<file path="src/rtl/i2s_pkg.sv">
// i2s_pkg -- definitions shared by the I2S transmitter and receiver.
//   FRAME_BCK  : bit clocks per stereo frame
//   SLOT_BCK   : bit clocks per channel slot
//   I2S_DELAY  : bit clocks between the WS edge and the sample MSB
//   i2s_pair_t : one stereo sample pair, zero-extended to MAX_DATA_W
//   slot_bit() : serial bit of a sample at a given slot position
package i2s_pkg;

   localparam int FRAME_BCK  = 64;
   localparam int SLOT_BCK   = 32;
   localparam int I2S_DELAY  = 1;
   localparam int MAX_DATA_W = 31;

   typedef struct packed {
      logic [MAX_DATA_W-1:0] left;
      logic [MAX_DATA_W-1:0] right;
   } i2s_pair_t;

   // Position k inside a slot: k=0 is the delay bit, k=1..data_w carry the
   // sample MSB first, everything after the LSB is padded with zeros.
   function automatic logic slot_bit(input logic [MAX_DATA_W-1:0] sample,
                                     input logic [4:0]            k,
                                     input int                    data_w);
      logic [4:0] idx;
      slot_bit = 1'b0;
      idx      = 5'(data_w - int'(k));
      if (int'(k) >= I2S_DELAY && int'(k) <= data_w) begin
         slot_bit = sample[idx];
      end
   endfunction

endpackage

</file>
<file path="src/rtl/i2s_tx_2ch_bck_gen.sv">
// i2s_bck_gen -- bit clock / word select timebase for the I2S transmitter.
// Ports:
//   AMCLK_i     in   audio master clock
//   ARST        in   synchronous active-high reset
//   bit_cnt     out  position in the 64-BCK frame (bit 5 = right slot)
//   fall_tick   out  high in the AMCLK cycle right after a BCK falling edge;
//                    WS and data are launched on the edge ending it
//   frame_start out  high in the AMCLK cycle whose closing edge wraps
//                    bit_cnt from 63 to 0
//   bck         out  registered bit clock
//   ws          out  registered word select (0 = left)
module i2s_bck_gen
   import i2s_pkg::*;
#(
   parameter int MCLK_PER_BCK = 8
)
(
   input  logic       AMCLK_i,
   input  logic       ARST,
   output logic [5:0] bit_cnt,
   output logic       fall_tick,
   output logic       frame_start,
   output logic       bck,
   output logic       ws
);

   localparam int               DIV_W    = $clog2(MCLK_PER_BCK);
   localparam logic [DIV_W-1:0] DIV_LAST = DIV_W'(MCLK_PER_BCK - 1);
   localparam logic [DIV_W-1:0] DIV_HALF = DIV_W'(MCLK_PER_BCK / 2);
   localparam logic [5:0]       BIT_LAST = 6'(FRAME_BCK - 1);

   logic [DIV_W-1:0] div_cnt_reg, div_cnt_next;
   logic [5:0]       bit_cnt_reg, bit_cnt_next;
   logic             bck_reg;
   logic             ws_reg;

   always_comb begin
      div_cnt_next = div_cnt_reg + 1'b1;
      bit_cnt_next = bit_cnt_reg;
      if (div_cnt_reg == DIV_LAST) begin
         div_cnt_next = '0;
         bit_cnt_next = bit_cnt_reg + 1'b1;   // 6-bit counter wraps 63 -> 0
      end
   end

   always_ff @(posedge AMCLK_i) begin
      if (ARST) begin
         div_cnt_reg <= '0;
         bit_cnt_reg <= BIT_LAST;
         bck_reg     <= 1'b0;
         ws_reg      <= 1'b1;
      end else begin
         div_cnt_reg <= div_cnt_next;
         bit_cnt_reg <= bit_cnt_next;
         // Registered from the next count so BCK is low exactly while the
         // divider sits in its first half; the wrap to 0 is the falling edge.
         bck_reg     <= (div_cnt_next >= DIV_HALF);
         // WS moves one AMCLK after BCK falls, together with the data bit.
         if (fall_tick) begin
            ws_reg <= bit_cnt_reg[5];
         end
      end
   end

   assign fall_tick   = (div_cnt_reg == '0);
   assign frame_start = (div_cnt_reg == DIV_LAST) && (bit_cnt_reg == BIT_LAST);
   assign bit_cnt     = bit_cnt_reg;
   assign bck         = bck_reg;
   assign ws          = ws_reg;

endmodule

</file>
<file path="src/rtl/i2s_tx_2ch.sv">
// i2s_tx_2ch -- stereo I2S transmitter, 64 BCK per frame, 32-bit slots,
// MSB one BCK after the WS edge.
// Ports:
//   AMCLK_i          in   audio master clock, all logic on its rising edge
//   ARST             in   synchronous active-high reset
//   APDATA_LEFT_i    in   left sample (signed, DATA_W bits)
//   APDATA_RIGHT_i   in   right sample (signed, DATA_W bits)
//   APDATA_VALID_i   in   one-cycle strobe qualifying the sample pair
//   downsample_2x_i  in   discard every second accepted strobe when 1
//   ASCLK_o          out  I2S bit clock
//   ALRCLK_o         out  I2S word select, 0 = left
//   ASDATA_o         out  I2S serial data
//   UNDERRUN_o       out  pulse: frame started with nothing pending
//   OVERRUN_o        out  pulse: pending pair overwritten before use
module i2s_tx_2ch
   import i2s_pkg::*;
#(
   parameter int DATA_W       = 24,
   parameter int MCLK_PER_BCK = 8
)
(
   input  logic              AMCLK_i,
   input  logic              ARST,
   input  logic [DATA_W-1:0] APDATA_LEFT_i,
   input  logic [DATA_W-1:0] APDATA_RIGHT_i,
   input  logic              APDATA_VALID_i,
   input  logic              downsample_2x_i,
   output logic              ASCLK_o,
   output logic              ALRCLK_o,
   output logic              ASDATA_o,
   output logic              UNDERRUN_o,
   output logic              OVERRUN_o
);

   logic [5:0] bit_cnt;
   logic       fall_tick;
   logic       frame_start;

   i2s_bck_gen #(
      .MCLK_PER_BCK (MCLK_PER_BCK)
   ) u_bck_gen (
      .AMCLK_i     (AMCLK_i),
      .ARST        (ARST),
      .bit_cnt     (bit_cnt),
      .fall_tick   (fall_tick),
      .frame_start (frame_start),
      .bck         (ASCLK_o),
      .ws          (ALRCLK_o)
   );

   i2s_pair_t in_pair;
   i2s_pair_t pend_reg;
   i2s_pair_t active_reg;
   logic      pend_full_reg;
   logic      ds_phase_reg;
   logic      sdata_reg;
   logic      underrun_reg;
   logic      overrun_reg;
   logic      accept;

   always_comb begin
      in_pair       = '0;
      in_pair.left  = MAX_DATA_W'(APDATA_LEFT_i);
      in_pair.right = MAX_DATA_W'(APDATA_RIGHT_i);
   end

   // While decimating, only strobes seen with ds_phase = 0 are kept.
   assign accept = APDATA_VALID_i && (!downsample_2x_i || !ds_phase_reg);

   // Serial bit for each channel at the current slot position; bit 5 of the
   // frame counter then picks the channel whose slot is on the wire.
   logic [MAX_DATA_W-1:0] chan_sample [2];
   logic [1:0]            chan_bit;
   logic                  sdata_next;

   assign chan_sample[0] = active_reg.left;
   assign chan_sample[1] = active_reg.right;

   genvar gi;
   generate
      for (gi = 0; gi < 2; gi++) begin : g_chan
         assign chan_bit[gi] = slot_bit(chan_sample[gi], bit_cnt[4:0], DATA_W);
      end
   endgenerate

   assign sdata_next = chan_bit[bit_cnt[5]];

   always_ff @(posedge AMCLK_i) begin
      if (ARST) begin
         pend_reg      <= '0;
         active_reg    <= '0;
         pend_full_reg <= 1'b0;
         ds_phase_reg  <= 1'b0;
         sdata_reg     <= 1'b0;
         underrun_reg  <= 1'b0;
         overrun_reg   <= 1'b0;
      end else begin
         underrun_reg <= 1'b0;
         overrun_reg  <= 1'b0;

         if (!downsample_2x_i) begin
            ds_phase_reg <= 1'b0;
         end else if (APDATA_VALID_i) begin
            ds_phase_reg <= ~ds_phase_reg;
         end

         if (frame_start) begin
            // A pair arriving exactly at frame start bypasses the pending
            // register so it goes out in this frame without any flag.
            if (accept) begin
               active_reg    <= in_pair;
               pend_full_reg <= 1'b0;
            end else if (pend_full_reg) begin
               active_reg    <= pend_reg;
               pend_full_reg <= 1'b0;
            end else begin
               underrun_reg  <= 1'b1;         // previous pair is repeated
            end
         end else if (accept) begin
            pend_reg      <= in_pair;
            pend_full_reg <= 1'b1;
            overrun_reg   <= pend_full_reg;
         end

         if (fall_tick) begin
            sdata_reg <= sdata_next;
         end
      end
   end

   assign ASDATA_o   = sdata_reg;
   assign UNDERRUN_o = underrun_reg;
   assign OVERRUN_o  = overrun_reg;

endmodule

</file>
<file path="config.mk">
export PLATFORM = sky130hd
export DESIGN_NAME = i2s_tx_2ch
export DESIGN_NICKNAME = d
export VERILOG_FILES = /design/src/rtl/i2s_pkg.sv /design/src/rtl/i2s_tx_2ch_bck_gen.sv /design/src/rtl/i2s_tx_2ch.sv
export SDC_FILE = /design/constraint.sdc
export NUM_CORES = 1
export LEC_CHECK = 0
export CAP_MARGIN = 20
export CORE_MARGIN = 2
export CORE_UTILIZATION = 50
export DETAILED_ROUTE_END_ITERATION = 16
export PLACE_DENSITY = 0.8
export SYNTH_ARGS = -nofsm -noshare
export SYNTH_HDL_FRONTEND = slang
export SYNTH_SLANG_ARGS = --single-unit
export TNS_END_PERCENT = 100
</file>
<file path="constraint.sdc">
create_clock -name AMCLK_i -period 2.9 [get_ports AMCLK_i]
set_clock_uncertainty 0.1 [all_clocks]
set_input_delay 0.87 -clock AMCLK_i [delete_from_list [all_inputs] [get_ports AMCLK_i]]
set_output_delay 0.87 -clock AMCLK_i [all_outputs]
set_load 0.05 [all_outputs]
</file>
==> metrics list <==
* Largest stage delay on the critical path: 0.59 ns
- Summed over all cells, the static leakage comes to 2.124 nW.
* Post-synth top area share: 45.53%
- GRT Total Usage: 20.37%
* Crit Reg-Reg Startpoint: u_bck_gen.bit_cnt[1]
- Counting along the longest clock path gives a buffer depth of 2.
- Reg2Reg Depth: 8
* Total negative setup slack: 0 ns
* Headroom to the max-slew limit: 50.59%
- Clock tree synthesis selected as its root buffer the cell sky130_fd_sc_hd__clkbuf_8.
- After floorplanning, the core was sized to cover 9639 um^2.
* Cts hold-fix bufs: 0
- After synthesis, the netlist uses 39 different library cells.
- The via count of the first global-routing pass came to 3649.
- Number of flops mapped to enable cells by yosys: 0
* Maximum number of pins on one net before global-route repair: 66
- For this design the ratio of total power to cell area is 484.9 nW/um^2.
- Once placement completed, the tool counted placed cells totaling 696.
- For flop-to-flop paths, the worst setup slack is 0.22 ns.
- The number of nets handed over by synthesis was 596.
- After clock tree synthesis, the setup repair step added 0 buffers.
* Sequential element share of the synthesized area: 45.53%
- Net total in the final layout: 632
- Source of the worst hold timing path: u_bck_gen.div_cnt_reg[0]
* Top cells by area, synth: sky130_fd_sc_hd__dfxtp_1 (46%), sky130_fd_sc_hd__mux2i_1 (11%), sky130_fd_sc_hd__nand2_1 (8.1%)
- OpenSTA, run right after detailed placement, puts the worst setup slack at 0.1318 ns.
- Non-Filler Cell Area, Final: 5703 um^2
- Buffers and inverters on the worst path: 1
- The later pin in the worst-skew pair is clocked with a latency of 0.37 ns.
- The count of endpoints failing hold in the final timing report is 0.
* Maximum clock rate: 373.0 MHz
* Ratio of routed vias to standard cells: 5.465
- Clk sinks: 111
- Most frequently used flop master after synthesis: sky130_fd_sc_hd__dfxtp_1
* Area growth from synthesis to layout: 16.84%
- In the final routed layout, each cell accounts on average for 14.37 um.
* Arrival time at the worst endpoint: 2.85 ns
* Worst-case hold path end point: u_bck_gen.div_cnt_reg[0]
- The detailed router finished its first iteration with 244 violations.
* Syn_area_per_cell: 9.072 um^2
- Most frequently used cell type in the post-synthesis netlist: sky130_fd_sc_hd__dfxtp_1
- Setup violations remaining at the end of the flow were counted as 0.
- The cell area that synthesis handed to floorplanning was 4881 um^2.
* Highest-delay cell along the critical path: sky130_fd_sc_hd__xnor2_1
- The worst path in the final design needs a cycle of 2.681 ns, including I/O delays and setup.
- At the pin with the least slew margin, the transition time is 0.7358 ns.
- Routability-driven placement finished with a final weighted congestion of 0.8292.
* Remaining routing DRC violations: 0
- The tightest min-delay check is of the reg2reg type.
- Worst path cell trace: inv_1, ha_2, xnor2_1, mux4_2, mux2_2, nand4_1, o31ai_1, o31a_1
* Number of H-tree branching levels: 3
- Summing all placed instances gives a cell area of 5524 um^2.
- Detailed-route wire length: 10230 um
- Period Utilization, post-route: 92.44%
- Synthesis produced 538 cells.
* Synth async-reset ratio: 0%
- For the worst setup path, the data required time is 3.07 ns.
- The die is 102.8 um wide.
* Final HPWL DP: 6990 um
- Largest fanout on the critical path: 6
* Run status: completed
* Top post-synthesis cells by count: sky130_fd_sc_hd__dfxtp_1 (111), sky130_fd_sc_hd__nand2_1 (105), sky130_fd_sc_hd__a21oi_1 (54)
* Peak supply drop: 0.0003491 V
* Non-filler instance count after layout: 712
* Num CTS Buffers: 9
- Resized cells post-CTS: 0
* Overflow left after global routing: 0
- Setup ws final: 0.2192 ns
- Of the cells placed in the final design, the portion with a size suffix greater than 1 is 6.908%.
- For this run, the detailed router's first-pass iteration total came to 4.
- TritonCTS clock tree: yes
- The die covers 10570 um^2.
* Cell Rows: 36
- Worst R2R End: ASDATA_o
- Once the floorplan was initialized, standard cells occupied 50.64% of the core.
* Count of warnings emitted by yosys: 0
- On the critical path the largest part of the delay comes from multiplexers.
* Number of nets still failing antenna checks after routing: 0
- From bottom edge to top edge, the die measures 102.8 um.
- Input and output buffers added on the ports amount to 56.
- Unrepaired setup endpoints after global routing: false
- Once layout is complete, the utilization of the core stands at 59.16%.
- The setup path with the least slack is of type reg2reg.
- For this block, the via count after detailed routing is 3891.
- The total count of max-transition violations in the final report was 0.
- The worst setup path is launched from a flop.
- Diodes inserted: 0
* I/O pin count: 57
- Dominant cell type by area after synthesis: sky130_fd_sc_hd__dfxtp_1
- Number of flip-flops and latches in the synthesized netlist: 111
- Max-cap violations in this run came to 0.
- The initial antenna violation count came to 0.
- Along the worst hold path, the cell count comes to 1.
- After clock tree synthesis, the clock-pin slew on the worst setup and hold paths is 0.10 ns.
- The first global-routing pass estimated 16940 um of wire.
- STA classifies the critical path endpoint as a flop.
## area by class of cell
cell class | count | area (um^2)
Clock inverter | 4 | 31.28
Clock buffer | 12 | 145.1
Sequential cell | 111 | 2222
Tap cell | 133 | 166.4
Timing Repair Buffer | 70 | 698.2
Inverter | 7 | 26.28
Multi-Input combinational cell | 375 | 2414
Fill cell | 863 | 3936
## per-layer routing
metal	share of wire, %	vias up	track usage [%]	routed length, um
li1	-	1943	-	-
met2	49	113	33.43	4993
met1	45	1822	27.04	4581
met4	1.9	0	7.692	193
met5	0	-	0	0
met3	4.5	13	3.525	464
## worst max path at each step
stage                                     from           end  cells after the start
after floorplan           u_bck_gen.bit_cnt[0]      ASDATA_o                      9
after global placement          APDATA_VALID_i  pend_reg[21]                      7
after detailed placement        APDATA_VALID_i  pend_reg[34]                      7
after CTS                 u_bck_gen.bit_cnt[1]      ASDATA_o                      9
after global routing      u_bck_gen.bit_cnt[1]      ASDATA_o                      9
final                     u_bck_gen.bit_cnt[1]      ASDATA_o                      8
## per-stage QoR
step / hold slack, ns / power [mW]
2_1_floorplan: 0.3195 / 1.814
3_3_place_gp: 0.3337 / 1.937
3_5_place_dp: 0.3389 / 1.951
4_1_cts: 0.3539 / 2.782
5_1_grt: 0.3825 / 2.877
6_report: 0.3502 / 2.765
## layout by cell type (no fill, tap or decap), types with 2 or more instances in the layout
master	Yosys	routed
sky130_fd_sc_hd__nor2_1	51	50
sky130_fd_sc_hd__dfxtp_1	111	111
sky130_fd_sc_hd__buf_4	0	11
sky130_fd_sc_hd__o21ai_0	7	7
sky130_fd_sc_hd__a21oi_1	54	54
sky130_fd_sc_hd__xnor2_1	3	3
sky130_fd_sc_hd__nand4_1	3	3
sky130_fd_sc_hd__a211oi_1	48	48
sky130_fd_sc_hd__mux4_1	4	4
sky130_fd_sc_hd__clkbuf_8	1	10
sky130_fd_sc_hd__clkdlybuf4s50_1	0	55
sky130_fd_sc_hd__nor3_1	3	3
sky130_fd_sc_hd__xor2_1	4	4
sky130_fd_sc_hd__mux2i_1	53	53
sky130_fd_sc_hd__ha_1	6	5
sky130_fd_sc_hd__mux2_2	2	2
sky130_fd_sc_hd__clkinvlp_4	0	3
sky130_fd_sc_hd__nor2b_1	3	3
sky130_fd_sc_hd__nand3_1	3	3
sky130_fd_sc_hd__buf_12	1	3
sky130_fd_sc_hd__nand2_1	105	105
sky130_fd_sc_hd__and3_1	5	5
sky130_fd_sc_hd__inv_1	6	6
sky130_fd_sc_hd__mux4_2	6	6
sky130_fd_sc_hd__nor4_1	2	2
sky130_fd_sc_hd__a2111oi_0	2	2
sky130_fd_sc_hd__clkbuf_1	20	2
## logic make-up after synthesis
logic type | synth area share (%)
simple gates | 14.82
flops | 45.53
compound gates | 15.15
xor+xnor | 1.256
mux | 16.25
buf+inv | 5.460
fa+ha+maj | 1.538
## power breakdown
part / internal (mW) / total (mW) / switching, mW
Combinational: 0.153 / 0.317 / 0.164
Clock: 0.339 / 0.849 / 0.511
Sequential: 1.57 / 1.60 / 0.0261
Total: 2.06 / 2.77 / 0.701
## worst reg2reg max path, delay by kind of cell, from the launching register on
kind                       cells  cell delay [ns]
and+or+nand+nor                1             0.10
adders and majority gates      1             0.22
DFF                            1             0.40
AOI/OAI and AO/OA              2             0.37
muxes                          2             0.70
xor gates and xnor gates       1             0.59
buffers and inverters          1             0.12
(Power assumes the default switching activity.)
